$ cat src/rtl/systolic_seq_ctrl.sv
// Sequencer for a fixed 3x3 output-stationary systolic array: operand buffers, clear, feed, wait, capture, drain.
// Latency: start at edge t -> CLEAR t+1, FEED t+2..t+4, WAIT t+5..t+4+PIPE_LAT, first result beat the cycle after.
// Backpressure: result beats hold row/data stable until res_ready; loads are refused (load_ready=0) while busy.
module systolic_seq_ctrl #(
    parameter int DATA_SIZE = 8,
    parameter int PIPE_LAT  = 5
) (
    input  logic                       clk,
    input  logic                       reset,
    input  logic                       load_valid,
    output logic                       load_ready,
    input  logic                       load_sel,
    input  logic [1:0]                 load_idx,
    input  logic [3*DATA_SIZE-1:0]     load_data,
    input  logic                       start,
    output logic                       ready,
    output logic                       busy,
    output logic                       done,
    output logic                       arr_clear,
    output logic [3*DATA_SIZE-1:0]     arr_a,
    output logic [3*DATA_SIZE-1:0]     arr_b,
    input  logic [9*2*DATA_SIZE-1:0]   arr_c,
    output logic                       res_valid,
    input  logic                       res_ready,
    output logic [1:0]                 res_row,
    output logic [3*2*DATA_SIZE-1:0]   res_data
);

    localparam int DW  = DATA_SIZE;
    localparam int RW  = 2 * DATA_SIZE;
    localparam int WCW = (PIPE_LAT > 1) ? $clog2(PIPE_LAT) : 1;

    typedef enum logic [2:0] {
        S_IDLE,
        S_CLEAR,
        S_FEED,
        S_WAIT,
        S_DRAIN
    } state_t;

    state_t           state;
    logic [3*DW-1:0]  a_buf [3];   // a_buf[i] = row i of A, element k at k*DW
    logic [3*DW-1:0]  b_buf [3];   // b_buf[j] = column j of B, element k at k*DW
    logic [5:0]       loaded;      // bits 0..2 A rows, bits 3..5 B columns
    logic [1:0]       k;
    logic [WCW-1:0]   wcnt;
    logic [9*RW-1:0]  cap;

    logic             load_wr;
    logic [2:0]       load_slot;
    logic [1:0]       feed_k;
    logic [3*DW-1:0]  feed_a;
    logic [3*DW-1:0]  feed_b;

    assign busy       = (state != S_IDLE);
    assign load_ready = !busy;
    assign ready      = (state == S_IDLE) && (&loaded);
    assign arr_clear  = reset || (state == S_CLEAR);
    assign done       = !reset && (state == S_DRAIN) && res_valid && res_ready && (res_row == 2'd2);

    assign load_wr    = load_valid && load_ready && (load_idx != 2'd3);
    assign load_slot  = {1'b0, load_idx} + (load_sel ? 3'd3 : 3'd0);

    // Lane values for the feed cycle about to start: column k of A, row k of B.
    always_comb begin
        feed_k = (state == S_FEED) ? (k + 2'd1) : 2'd0;
        feed_a = '0;
        feed_b = '0;
        for (int i = 0; i < 3; i++) begin
            feed_a[i*DW +: DW] = a_buf[i][feed_k*DW +: DW];
            feed_b[i*DW +: DW] = b_buf[i][feed_k*DW +: DW];
        end
    end

    // Operand buffers and loaded mask; both survive across operations.
    always_ff @(posedge clk) begin
        if (reset) begin
            for (int i = 0; i < 3; i++) begin
                a_buf[i] <= '0;
                b_buf[i] <= '0;
            end
            loaded <= '0;
        end else if (load_wr) begin
            if (load_sel) b_buf[load_idx] <= load_data;
            else          a_buf[load_idx] <= load_data;
            loaded[load_slot] <= 1'b1;
        end
    end

    // Sequencer FSM with registered lane drive, capture and result handshake.
    always_ff @(posedge clk) begin
        if (reset) begin
            state     <= S_IDLE;
            k         <= '0;
            wcnt      <= '0;
            cap       <= '0;
            arr_a     <= '0;
            arr_b     <= '0;
            res_valid <= 1'b0;
            res_row   <= '0;
        end else begin
            case (state)
                S_IDLE: begin
                    if (start && (&loaded)) state <= S_CLEAR;
                end
                S_CLEAR: begin
                    state <= S_FEED;
                    k     <= 2'd0;
                    arr_a <= feed_a;
                    arr_b <= feed_b;
                end
                S_FEED: begin
                    if (k == 2'd2) begin
                        state <= S_WAIT;
                        wcnt  <= '0;
                        arr_a <= '0;
                        arr_b <= '0;
                    end else begin
                        k     <= k + 2'd1;
                        arr_a <= feed_a;
                        arr_b <= feed_b;
                    end
                end
                S_WAIT: begin
                    if (wcnt == WCW'(PIPE_LAT - 1)) begin
                        cap       <= arr_c;
                        state     <= S_DRAIN;
                        res_valid <= 1'b1;
                        res_row   <= 2'd0;
                    end else begin
                        wcnt <= wcnt + 1'b1;
                    end
                end
                S_DRAIN: begin
                    if (res_ready) begin
                        if (res_row == 2'd2) begin
                            state     <= S_IDLE;
                            res_valid <= 1'b0;
                            res_row   <= 2'd0;
                        end else begin
                            res_row <= res_row + 2'd1;
                        end
                    end
                end
                default: state <= S_IDLE;
            endcase
        end
    end

    // Current beat is a straight row slice of the capture register.
    always_comb begin
        case (res_row)
            2'd0:    res_data = cap[0      +: 3*RW];
            2'd1:    res_data = cap[3*RW   +: 3*RW];
            default: res_data = cap[6*RW   +: 3*RW];
        endcase
    end

endmodule

$ cat config.mk
export PLATFORM = sky130hd
export DESIGN_NAME = systolic_seq_ctrl
export DESIGN_NICKNAME = d
export VERILOG_FILES = /design/src/rtl/systolic_seq_ctrl.sv
export SDC_FILE = /design/constraint.sdc
export NUM_CORES = 1
export LEC_CHECK = 0
export ABC_AREA = 1
export CAP_MARGIN = 20
export CORE_MARGIN = 2
export CORE_UTILIZATION = 35
export DETAILED_ROUTE_END_ITERATION = 8
export DONT_BUFFER_PORTS = 1
export PLACE_DENSITY = 0.49
export REMOVE_ABC_BUFFERS = 1
export SYNTH_ARGS = -nofsm -noshare
export SYNTH_HDL_FRONTEND = slang
export SYNTH_SLANG_ARGS = --single-unit
$ cat constraint.sdc
create_clock -name clk -period 3.45 [get_ports clk]
set_clock_uncertainty 0.2 [all_clocks]
set_input_delay 0.1725 -clock clk [delete_from_list [all_inputs] [get_ports clk]]
set_output_delay 0.1725 -clock clk [all_outputs]
set_load 0.005 [all_outputs]
==> run metrics <==
status finished, final reports clean; per-cell via count in the routed design 4.90; unrepaired setup endpoints after global routing no; peak supply drop 0.362 mV; worst r2r path cells 7; die height 214 um; area of all placed cells without fillers 18,800 sq um; drt initial violations 729; endpoint type of the worst setup path output pin; floorplan die width 214 um; post-layout power 9220 uW; buffer type at the clock tree root clkbuf_16; synthesized flop and latch total 353; Area growth, synth to finish 22.6%; total placed instance area 15,700 sq um; Leakage Power 0.00753 uW; buffers inserted by post-CTS timing repair 0; total length of routed wires 45.8 mm; Worst-Margin Slew 968 ps; count of final max-slew check failures 0; Inserted Clock Buffers 41; yosys warns 0; Max clock buf depth 3; element type at the critical path start input pin; mapped cell area 15,400 sq um; share of synthesized area occupied by flip-flops and latches 55.4%; Setup-failing EPs final 0; clock tree sinks 353; clock latency of the later-clocked register in the worst-skew pair 560 ps; share of the clock period used by the worst path 88.2%; fraction of layout instances using a drive strength above 1 5.77%; fill count 4,345; first drt pass iteration count 5; TritonCTS clock tree built; routed length per instance 17.7 um; worst path required time 3080 ps; port buffer count 0; number of enable flip-flop cells after synthesis 144; reg2reg start state[2]; HPWL after detailed placement 26.8 mm; worst hold path depth 5; final design utilization 43.6%; number of antenna violations at the first check in global routing 5; Max Fanout on Critical Path 112; global-route wire length before repair 70.7 mm; Fin Hold WS 32.1 ps; Net count, final 2,142; Critical Path AT 2670 ps; count of mapped cells out of synthesis 1,845; GPL Wtd Cong 0.749; internal reg-to-reg setup slack 700 ps; area fraction of the dominant cell type after synthesis 28.1%; Clock Pin Slew Worst Setup and Hold Paths 60 ps; Setup CP Type input pin to output pin; number of standard-cell rows in the floorplan 76; worst relative slew slack 35.5%; Max Freq 0.329 GHz; total via count after detailed routing 12,700; global route total overflow 0; top cells by area, synth edfxtp_1 (28%), dfxtp_1 (27%), nor2_1 (11%); full die area 45,600 sq um; end of the worst register-to-register path b_buf[1][11]; initial standard-cell utilization of the core 35.6%; hold endpoint loaded[1]; CORE AREA 43,200 sq um; kind of path behind the tightest hold check input pin to flip-flop; areal power density over the cells 490 nW/um^2; maximum number of pins on one net before global-route repair 113; mean area per synthesized cell 8.33 sq um; I/O pin count 280; hold violation total from the final report 0; prevailing post-synth register cell dfxtp_1; most frequent cell after synthesis nor2_1; cell types with the highest counts after synthesis nor2_1 (439), nand2_1 (278), dfxtp_1 (209); Max H-tree Level 2; Unique masters post-synth 32; total DRC errors in the routed layout 0; area leader, netlist edfxtp_1; async set-reset flop share out of synthesis 0%; minimum clock period after layout 3040 ps; overall track demand over capacity in global routing 19.9%; via count of the first global-routing pass 12,500; hold_sp load_idx[0]; ANT nets after route 0; count of maximum capacitance violations 0
[per-layer routing]
metal | track usage (%) | wire length (um) | vias to the layer above
met2 | 32.9 | 21500 | 344
met4 | 5.84 | 914 | 4
met1 | 25.4 | 20000 | 5927
met3 | 5.70 | 3290 | 77
met5 | 0 | 24 | -
li1 | - | - | 6299
[how the worst max path moves through the flow]
| stage | startpoint | to | slack (ps) | cells after the start |
|---|---|---|---|---|
| floorplan | state[1] | cap[0] | -840 | 6 |
| global placement | state[2] | b_buf[1][11] | 740 | 7 |
| detailed placement | state[2] | b_buf[1][16] | 680 | 7 |
| CTS | reset | done | 20 | 6 |
| global route | reset | done | 100 | 6 |
| finish | reset | done | 410 | 6 |
[layout make-up]
class	count	area (sq um)	area share [%]
clock buffers	61	1170	6.22
clock inverters	14	161	0.857
multi-input cells	1212	5590	29.7
repair buffers	208	2110	11.2
flip-flops and latches	353	8510	45.2
diodes	3	7.51	0.0398
inverters	144	559	2.97
well taps	585	732	3.88
[state kept, by name, indices dropped and copies added (netlist names)]
register	cells
loaded	6
a_buf	72
arr_a	24
res_valid	1
wcnt	3
b_buf	72
state	3
k	2
cap	144
res_row	2
arr_b	24
[cell families (layout without fill, tap and decap cells)]
family	after synthesis	after routing	share of synthesized area, %
buf+inv	280	427	8.35
compound gates	257	257	9.18
fa+ha+maj	6	6	0.537
flops	353	353	55.4
simple gates	948	948	26.5
xor+xnor	1	1	0.0570
other cells	0	3	0
[through the flow]
stage	TNS, ps	setup slack [ps]	instances
6_report	0	407	2580
5_1_grt	0	103	2579
4_1_cts	0	16.1	2577
3_5_place_dp	0	675	2323
3_3_place_gp	0	740	2322
2_1_floorplan	-217460	-842	1709
[repair_timing]
| action | 4_1_cts | 5_1_grt |
|---|---|---|
| hold buffers | 179 | 0 |
| gates resized for setup | 0 | 1 |
| setup endpoints to repair | 0 | 1 |
| hold endpoints to repair | 414 | 0 |
[power by group]
part,switching (uW),internal (uW)
logic,250,199
registers,18.3,4410
clock network,1760,2580
total,2030,7190
[critical path: stages]
cell and delay [ps]:
dlygate4sd3_1 610, buf_16 240, inv_4 380, buf_6 590, nand2_1 120, nor3_1 540
[cells in the final DEF (no fill, tap or decap), types with 3 or more instances in the layout]
cell,netlist,final
nor2_1,439,438
nand2_1,278,277
dfxtp_1,209,206
dlygate4sd3_1,0,178
nand3_1,164,164
o21ai_0,150,150
edfxtp_1,144,144
inv_1,139,138
a21oi_1,59,59
nand4_1,49,49
a22oi_1,47,47
clkbuf_16,0,42
buf_4,5,22
clkbuf_1,76,14
nand4_4,6,6
buf_12,0,6
ha_1,5,5
clkbuf_8,0,5
clkinv_2,0,5
diode_2,0,3
inv_2,3,3
clkinvlp_4,0,3
bufinv_16,0,3
dfxtp_2,0,3
Note: power is estimated with default switching activity, not from simulation.
